--- config.mk ---
export PLATFORM = sky130hd
export DESIGN_NAME = butterfly_r2_pipe
export DESIGN_NICKNAME = d
export VERILOG_FILES = /design/src/rtl/fft_pkg.sv /design/src/rtl/sat_pkg.sv /design/src/rtl/cmplx_mult_pipe.sv /design/src/rtl/butterfly_r2_pipe.sv
export SDC_FILE = /design/constraint.sdc
export NUM_CORES = 2
export LEC_CHECK = 0
export CAP_MARGIN = 0
export CORE_ASPECT_RATIO = 1.25
export CORE_MARGIN = 2
export CORE_UTILIZATION = 50
export CTS_CLUSTER_DIAMETER = 150
export DETAILED_ROUTE_END_ITERATION = 12
export GPL_TIMING_DRIVEN = 1
export PLACE_DENSITY = 0.66
export SETUP_SLACK_MARGIN = 0.02
export SLEW_MARGIN = 20
export SYNTH_ARGS = -nofsm -noshare
export SYNTH_HDL_FRONTEND = slang
export SYNTH_SLANG_ARGS = --single-unit
--- constraint.sdc ---
create_clock -name clk -period 13.2 [get_ports clk]
set_input_delay 2.64 -clock clk [delete_from_list [all_inputs] [get_ports clk]]
set_output_delay 2.64 -clock clk [all_outputs]
set_load 0.005 [all_outputs]
--- src/rtl/fft_pkg.sv ---
// fft_pkg: FFT datapath types and twiddle rounding helpers.
//   cplx_wide_t    - wide signed complex value used for intermediate sums
//   tw_shift       - shift that removes the twiddle's Q1.(tw-1) scaling
//   tw_round_const - half-LSB added before that shift (round half-up)
package fft_pkg;

  typedef struct packed {
    logic signed [63:0] re;
    logic signed [63:0] im;
  } cplx_wide_t;

  function automatic int unsigned tw_shift(input int unsigned tw);
    tw_shift = tw - 1;
  endfunction

  function automatic logic signed [63:0] tw_round_const(input int unsigned tw);
    tw_round_const = 64'sd1 <<< (tw - 2);
  endfunction

endpackage

--- src/rtl/sat_pkg.sv ---
// sat_pkg: shared fixed-point helpers.
//   sym_sat   - symmetric saturation to +/-(2^(ow-1)-1). The input is taken
//               sign-extended to 64 bits, so any input width up to 64 works.
//               'clamped' reports that the value was limited.
//   round_shr - round-half-up arithmetic shift right: (x + 2^(sh-1)) >>> sh.
//               sh must be at least 1.
package sat_pkg;

  function automatic logic signed [63:0] sym_sat(
    input  logic signed [63:0] x,
    input  int unsigned        ow,
    output logic               clamped
  );
    logic signed [63:0] lim;
    lim     = (64'sd1 <<< (ow - 1)) - 64'sd1;
    clamped = 1'b0;
    if (x > lim) begin
      sym_sat = lim;
      clamped = 1'b1;
    end else if (x < -lim) begin
      // The most-negative code is folded onto -lim as well.
      sym_sat = -lim;
      clamped = 1'b1;
    end else begin
      sym_sat = x;
    end
  endfunction

  function automatic logic signed [63:0] round_shr(
    input logic signed [63:0] x,
    input int unsigned        sh
  );
    round_shr = (x + (64'sd1 <<< (sh - 1))) >>> sh;
  endfunction

endpackage

--- src/rtl/cmplx_mult_pipe.sv ---
// cmplx_mult_pipe: two-stage complex multiply W*B for the radix-2 butterfly.
//   S1 registers the four partial products br*wr, bi*wi, br*wi, bi*wr.
//   S2 forms Re/Im, rounds away the twiddle scaling and saturates
//   symmetrically to DATAWIDTH bits; a clamp flags the transaction.
// Ports:
//   clk, rst         clock, async active-high reset
//   en               shared pipeline enable (both stages hold when 0)
//   in_valid         S1 input valid
//   b_real, b_imag   operand B (signed Q1.(DATAWIDTH-1))
//   tw_real, tw_imag twiddle W (signed Q1.(TWWIDTH-1))
//   out_valid        S2 output valid
//   wb_real, wb_imag W*B saturated to DATAWIDTH
//   wb_ovf           saturation occurred on W*B
module cmplx_mult_pipe
  import sat_pkg::*, fft_pkg::*;
#(
  parameter int unsigned DATAWIDTH = 16,
  parameter int unsigned TWWIDTH   = 16
) (
  input  logic                 clk,
  input  logic                 rst,
  input  logic                 en,
  input  logic                 in_valid,
  input  logic [DATAWIDTH-1:0] b_real,
  input  logic [DATAWIDTH-1:0] b_imag,
  input  logic [TWWIDTH-1:0]   tw_real,
  input  logic [TWWIDTH-1:0]   tw_imag,
  output logic                 out_valid,
  output logic [DATAWIDTH-1:0] wb_real,
  output logic [DATAWIDTH-1:0] wb_imag,
  output logic                 wb_ovf
);

  localparam int unsigned PW = DATAWIDTH + TWWIDTH;

  logic                 v1;
  logic signed [PW-1:0] p_rr, p_ii, p_ri, p_ir;

  cplx_wide_t           pre;
  logic                 c_re, c_im;
  logic [DATAWIDTH-1:0] wr_n, wi_n;

  // S1: partial products
  always_ff @(posedge clk or posedge rst) begin
    if (rst) begin
      v1   <= 1'b0;
      p_rr <= '0;
      p_ii <= '0;
      p_ri <= '0;
      p_ir <= '0;
    end else if (en) begin
      v1   <= in_valid;
      p_rr <= PW'($signed(b_real)) * PW'($signed(tw_real));
      p_ii <= PW'($signed(b_imag)) * PW'($signed(tw_imag));
      p_ri <= PW'($signed(b_real)) * PW'($signed(tw_imag));
      p_ir <= PW'($signed(b_imag)) * PW'($signed(tw_real));
    end
  end

  // S2: combine, round, saturate
  always_comb begin
    pre.re = 64'(p_rr) - 64'(p_ii);
    pre.im = 64'(p_ri) + 64'(p_ir);
    c_re   = 1'b0;
    c_im   = 1'b0;
    wr_n   = DATAWIDTH'(sym_sat(round_shr(pre.re, tw_shift(TWWIDTH)), DATAWIDTH, c_re));
    wi_n   = DATAWIDTH'(sym_sat(round_shr(pre.im, tw_shift(TWWIDTH)), DATAWIDTH, c_im));
  end

  always_ff @(posedge clk or posedge rst) begin
    if (rst) begin
      out_valid <= 1'b0;
      wb_real   <= '0;
      wb_imag   <= '0;
      wb_ovf    <= 1'b0;
    end else if (en) begin
      out_valid <= v1;
      wb_real   <= wr_n;
      wb_imag   <= wi_n;
      wb_ovf    <= c_re | c_im;
    end
  end

endmodule

--- src/rtl/butterfly_r2_pipe.sv ---
// butterfly_r2_pipe: pipelined radix-2 DIT butterfly.
//   X0 = A + W*B, X1 = A - W*B on signed complex fixed-point samples.
//   Three register stages (S1/S2 in cmplx_mult_pipe, S3 here), latency 3.
//   One global enable en = ~out_valid | out_ready stalls every stage at once,
//   so no bubbles are inserted and no data are lost while backpressured.
// Ports:
//   clk, rst                 clock, async active-high reset
//   in_valid / in_ready      input handshake (in_ready = en)
//   a_*, b_*                 operands A, B (DATAWIDTH signed)
//   tw_*                     twiddle W (TWWIDTH signed)
//   scale_in                 1: halve results (rounded) before saturation
//   out_valid / out_ready    output handshake
//   x0_*, x1_*               results, symmetric-saturated
//   ovf_out                  some result of this transaction saturated
//   ovf_sticky / ovf_clear   accumulated overflow flag and its sync clear
module butterfly_r2_pipe
  import sat_pkg::*, fft_pkg::*;
#(
  parameter int unsigned DATAWIDTH = 16,
  parameter int unsigned TWWIDTH   = 16
) (
  input  logic                 clk,
  input  logic                 rst,
  input  logic                 in_valid,
  output logic                 in_ready,
  input  logic [DATAWIDTH-1:0] a_real,
  input  logic [DATAWIDTH-1:0] a_imag,
  input  logic [DATAWIDTH-1:0] b_real,
  input  logic [DATAWIDTH-1:0] b_imag,
  input  logic [TWWIDTH-1:0]   tw_real,
  input  logic [TWWIDTH-1:0]   tw_imag,
  input  logic                 scale_in,
  output logic                 out_valid,
  input  logic                 out_ready,
  output logic [DATAWIDTH-1:0] x0_real,
  output logic [DATAWIDTH-1:0] x0_imag,
  output logic [DATAWIDTH-1:0] x1_real,
  output logic [DATAWIDTH-1:0] x1_imag,
  output logic                 ovf_out,
  output logic                 ovf_sticky,
  input  logic                 ovf_clear
);

  logic                 en;

  // A and scale travel alongside the multiplier stages
  logic [DATAWIDTH-1:0] a1_real, a1_imag, a2_real, a2_imag;
  logic                 sc1, sc2;

  logic                 wb_valid;
  logic [DATAWIDTH-1:0] wb_real, wb_imag;
  logic                 wb_ovf;

  cplx_wide_t           s0, s1;
  logic                 k0r, k0i, k1r, k1i;
  logic [DATAWIDTH-1:0] x0r_n, x0i_n, x1r_n, x1i_n;

  always_comb begin
    en       = ~out_valid | out_ready;
    in_ready = en;
  end

  cmplx_mult_pipe #(
    .DATAWIDTH (DATAWIDTH),
    .TWWIDTH   (TWWIDTH)
  ) u_mult (
    .clk       (clk),
    .rst       (rst),
    .en        (en),
    .in_valid  (in_valid),
    .b_real    (b_real),
    .b_imag    (b_imag),
    .tw_real   (tw_real),
    .tw_imag   (tw_imag),
    .out_valid (wb_valid),
    .wb_real   (wb_real),
    .wb_imag   (wb_imag),
    .wb_ovf    (wb_ovf)
  );

  always_ff @(posedge clk or posedge rst) begin
    if (rst) begin
      a1_real <= '0;
      a1_imag <= '0;
      sc1     <= 1'b0;
      a2_real <= '0;
      a2_imag <= '0;
      sc2     <= 1'b0;
    end else if (en) begin
      a1_real <= a_real;
      a1_imag <= a_imag;
      sc1     <= scale_in;
      a2_real <= a1_real;
      a2_imag <= a1_imag;
      sc2     <= sc1;
    end
  end

  // S3: add/sub in wide precision, optional rounded halving, then clamp
  always_comb begin
    s0.re = 64'($signed(a2_real)) + 64'($signed(wb_real));
    s0.im = 64'($signed(a2_imag)) + 64'($signed(wb_imag));
    s1.re = 64'($signed(a2_real)) - 64'($signed(wb_real));
    s1.im = 64'($signed(a2_imag)) - 64'($signed(wb_imag));
    if (sc2) begin
      s0.re = round_shr(s0.re, 1);
      s0.im = round_shr(s0.im, 1);
      s1.re = round_shr(s1.re, 1);
      s1.im = round_shr(s1.im, 1);
    end
    k0r   = 1'b0;
    k0i   = 1'b0;
    k1r   = 1'b0;
    k1i   = 1'b0;
    x0r_n = DATAWIDTH'(sym_sat(s0.re, DATAWIDTH, k0r));
    x0i_n = DATAWIDTH'(sym_sat(s0.im, DATAWIDTH, k0i));
    x1r_n = DATAWIDTH'(sym_sat(s1.re, DATAWIDTH, k1r));
    x1i_n = DATAWIDTH'(sym_sat(s1.im, DATAWIDTH, k1i));
  end

  always_ff @(posedge clk or posedge rst) begin
    if (rst) begin
      out_valid <= 1'b0;
      x0_real   <= '0;
      x0_imag   <= '0;
      x1_real   <= '0;
      x1_imag   <= '0;
      ovf_out   <= 1'b0;
    end else if (en) begin
      out_valid <= wb_valid;
      x0_real   <= x0r_n;
      x0_imag   <= x0i_n;
      x1_real   <= x1r_n;
      x1_imag   <= x1i_n;
      // Gated by valid so a bubble never shows a stale overflow
      ovf_out   <= wb_valid & (wb_ovf | k0r | k0i | k1r | k1i);
    end
  end

  // Clear wins over a same-cycle set
  always_ff @(posedge clk or posedge rst) begin
    if (rst) begin
      ovf_sticky <= 1'b0;
    end else if (ovf_clear) begin
      ovf_sticky <= 1'b0;
    end else if (out_valid & out_ready & ovf_out) begin
      ovf_sticky <= 1'b1;
    end
  end

endmodule

* Yosys cells after proc, flatten, opt, wreduce, memory -nomap -nowiden *
Index checks and enable logic that the tools add are counted.

storage, ports and cells
  bits in registers = 296
  input port bits = 102
  output and inout bits = 68

operators by class
  add/subtract/negate cells = 12
  $mul = 4
  order comparisons = 12
  multiplexer cells = 28
  bitwise gates (word level) = 10
  reductions and logical operators = 1

operators with widths
  operator                count
  $gt 64x16->1 const B    4
  $lt 64x16->1 const B    4
  $mux 128                2
  $mux 16                 12
  $mul 16x16->32          4
  $gt 49x16->1 const B    2
  $lt 49x16->1 const B    2
  $add 17x2->18 const B   4
  $add 33x16->34 const B  2
  $add 16x16->17          2
  $sub 16x16->17          2
  $add 32x32->33          1
  $sub 32x32->33          1
  $mux 1                  14
  $or 1x1->1              6
  $and 1x1->1             3
  $reduce_bool 2->1       1
  $not 1->1               1

* Depth between registers and ports, before layout *
  depth after elaboration = 11
  mapped depth = 27
  gate-level depth less buffers = 26

* Cells and area by module *
A second synthesis with hierarchy kept.

unflattened totals
  cells, all modules = 6889
  area total of the unflattened synthesis = 60884.6 um^2

modules (own cells, without submodules)
  module             instances  cells an instance  area each (um^2)  sequential area each (um^2)
  cmplx_mult_pipe    1          5395               49306.0           4078.9
  butterfly_r2_pipe  1          1494               11578.6           3328.2

* Least setup slack after synthesis *
Ideal clock, no wire load.

  path type = input to register
  from = input port tw_real[9]
  to = register u_mult.p_ir[31]
  library setup time = 0.133 ns
  arrival = 8.864 ns
  path slack = 4.203 ns
  cell stages on the path = 26
  path buffers = 1
  path through = clkbuf_1 nand2_1 fa_1 inv_1 fa_1 inv_1 fa_1 inv_1 fa_1 fa_1 inv_1 fa_1 inv_1 ha_1 a21o_1 a21o_1 a21oi_1 o21ai_0 a21oi_1 a21oi_1 o31ai_1 o21ai_0 or4_1 a31oi_1 xnor2_1 o21ai_0

between the ends
  cells in the longest elaborated chain, start to end = 1

ends and longest elaborated chain
  what                  RTL line                 text
  from (decl)           butterfly_r2_pipe.sv:30  input logic [TWWIDTH-1:0] tw_real,
  $mul 16x16->32        cmplx_mult_pipe.sv:56    p_ir <= PW'($signed(b_imag)) * PW'($signed(tw_real));
  to (signal assigned)  cmplx_mult_pipe.sv:56
  to (decl)             cmplx_mult_pipe.sv:37    logic signed [PW-1:0] p_rr, p_ii, p_ri, p_ir;

No other way between the ends.
A chain may end at the register's enable or synchronous reset.

* Worst setup path after layout *
  from = input port b_real[7]
  to = register u_mult.p_ri[30]

between the ends
  cells in the longest elaborated chain, start to end = 1

ends and longest elaborated chain
  what                  RTL line                 text
  from (decl)           butterfly_r2_pipe.sv:28  input logic [DATAWIDTH-1:0] b_real,
  $mul 16x16->32        cmplx_mult_pipe.sv:55    p_ri <= PW'($signed(b_real)) * PW'($signed(tw_imag));
  to (signal assigned)  cmplx_mult_pipe.sv:55
  to (decl)             cmplx_mult_pipe.sv:37

No other way between the ends.

==> metrics.csv <==
metric,value,unit
path_depth,26,
cp-startpoint,b_real[7],
area_growth,7.16,%
dr.pass1.iters,6,
antenna_left,0,
fp.coreArea,121000,µm²
hold_viol,0,
cts_setup_buffers,0,
synth_seq_cells,296,
die_width,316,µm
synth_top_cell_area_share,34.6,%
fillers,11300,
r2r_start,u_mult.p_rr[14]$_DFFE_PP0P_,
cts_tree,done,
cp_top_family,adder cells,
rows,143,
numClockSinks,296,
setup_tns,0,ps
drc,0,
synth_cell_types,112,
finalSetupViolCount,0,
clock_latency,590,ps
clock_path_buffers,3,
grt_pass1_vias,49200,
routabilityCongestion,0.907,
hold_path.class,reg2reg,
fin_crit,10170,ps
cp-start-kind,input port,
rsz0062_at_grt,false,
synthTopCellsByCount,"inv_1 (1448), fa_1 (1052), nand2_1 (908)",
worst_slew_pin_slew,1120,ps
worstPathRequired,13620,ps
drv_cap,0,
initial_core_util,50.2,%
vias,47200,
critPathKind,in2reg,
die-area,124000,µm²
synth-warning-count,0,
r2r_slack,8220,ps
grt-ovfl-total,0,
antenna_found_initial,3,
synthFlopType,dfrtp_1,
ctsResizeCount,0,
cts_buffers,37,
syn_area,60800,µm²
wl_per_cell,19.0,µm
status,completed,
cts.clk_slew.worst_paths,60,ps
fmax,98.3,MHz
h-tree-depth,2,
path_buf_inv,6,
grt_use_total,26.9,%
async_reset_ff_share,100,%
cts_hold_buf,0,
grt_pass1_wl,264,mm
endpoint,u_mult.p_ri[30]$_DFFE_PP0P_,
synth_edf_count,0,
layout-drive-gt1-share,3.39,%
first_iter_violations,2768,
worst_path_most_repeated_cell,fa_1,
min_from,x0_real[2]$_DFFE_PP0P_,
relSlewSlack,25.4,%
portBuffers,169,
via_per_inst,5.49,
syn_nets,8666,
path_max_fanout,19,
endpoint_kind,flip-flop,
avgSynthCellArea,8.70,µm²
die_h,394,µm
root_buffer,clkbuf_16,
synth_seq_area_share,12.2,%
period_share,77.0,%
synthTopCellsByArea,"fa_1 (35%), dfrtp_1 (12%), ha_1 (11%), inv_1 (8.9%), nand2_1 (5.6%)",
skew,22.0,ps
dpl.hpwl,128,mm
io_pins,170,
routed_wl,163,mm
ff2ff_path_depth,17,
synth_top_cell_by_area,fa_1,
grt_start_max_net_pins,180,
nets,8637,
synth.most_common_cell,inv_1,
crit_arrival,10590,ps
cp_slowest_stage_delay,1010,ps
maxSlewViolCount,0,
crit_path_top_delay_cell,clkdlybuf4s50_1,
synthCells,6992,
r2r-end,u_mult.wb_real[2]$_DFFE_PP0P_,
==> worst min-delay path by stage <==
stage,endpoint,slack (ps),cells past startpoint
2_1_floorplan,u_mult.out_valid$_DFFE_PP0P_,430,2
3_3_place_gp,u_mult.out_valid$_DFFE_PP0P_,440,2
3_5_place_dp,a1_real[0]$_DFFE_PP0P_,450,2
4_1_cts,x0_real[2]$_DFFE_PP0P_,470,2
5_1_grt,a1_imag[15]$_DFFE_PP0P_,490,2
6_report,x0_real[2]$_DFFE_PP0P_,470,2
==> final cells by class <==
cell class / count / area [µm²] / share of cell area, %
Antenna cell: 2 / 5.00 / 0.00768
Clock inverter: 18 / 248 / 0.380
Timing Repair Buffer: 247 / 2300 / 3.52
Tap cell: 1595 / 2000 / 3.06
Sequential cell: 296 / 7410 / 11.4
Multi-Input combinational cell: 4926 / 46700 / 71.7
Clock buffer: 47 / 1010 / 1.56
Inverter: 1455 / 5480 / 8.40
==> cell families (layout without fill, tap and decap cells) <==
group / count (synthesis) / count (layout) / synth area share (%)
buf+inv: 1770 / 1767 / 11.0
other cells: 0 / 2 / 0
flops: 296 / 296 / 12.2
simple gates: 2187 / 2187 / 17.5
fa+ha+maj: 1575 / 1575 / 45.4
compound gates: 920 / 920 / 10.4
mux: 22 / 22 / 0.381
xor+xnor: 222 / 222 / 3.22
==> flip-flops by register name, indices dropped and copies added, names as in the netlist, 32 cells and up <==
register,flops
u_mult.p_ii,32
u_mult.p_ri,32
u_mult.p_rr,32
u_mult.p_ir,32
==> worst register-to-register path, stage by stage, from the launching register on <==
cell	delay (ps)
dfrtp_1	370
inv_1	50
ha_1	270
inv_1	40
ha_1	310
nand2_1	80
nor4_1	290
and3_1	270
a32oi_1	210
a31oi_1	390
a31oi_1	250
o31ai_1	640
a41o_1	510
a31o_2	270
o31ai_1	100
buf_4	190
nor2_1	440
a221o_1	240
==> cells in the final DEF, fill, tap and decap left out, types with 11 or more instances in the layout <==
cell             count
and2_1             525
a211oi_1            39
fa_1              1052
o21ai_0            167
nor2b_1             35
mux2i_1             13
or3_1               23
clkbuf_16           38
ha_1               520
o21a_1              27
o21bai_1            25
inv_1             1446
and3_1              30
nand2_1            908
nor2_1             320
nand4_1             25
xor2_1              66
nor3_1              75
o31ai_1             40
and4_1              11
a21o_1              76
dfrtp_1            295
buf_4               76
a311oi_1            18
nand3_1             67
nor4_1              19
a221oi_1            11
or2_2               22
o311ai_0            11
clkdlybuf4s50_1    168
a211o_1             18
a21oi_1            240
a221o_1             16
a31oi_1             40
nand2b_1            58
o211ai_1            22
xnor2_1            154
==> routing by layer <==
metal	routed length (µm)	track usage (%)	vias up
li1	-	-	21700
met1	64700	33.3	23900
met2	81800	47.0	1275
met3	7740	2.59	332
met4	8960	12.4	2
met5	11	0	-
==> through the flow <==
step | utilization [%] | cells | area, µm² | hold slack (ps) | setup WS (ps)
after floorplan | - | 6992 | 60800 | 430 | 2380
after global placement | 52.8 | 8519 | 63900 | 445 | 2650
after detailed placement | 52.8 | 8519 | 63900 | 455 | 2610
after CTS | 53.8 | 8584 | 65200 | 469 | 3200
after global routing | 53.8 | 8584 | 65200 | 485 | 2640
final | 53.8 | 8586 | 65200 | 465 | 3030
Power is not shown: default switching activity piles up to over one toggle a cycle in this logic, so the estimate is an artifact.
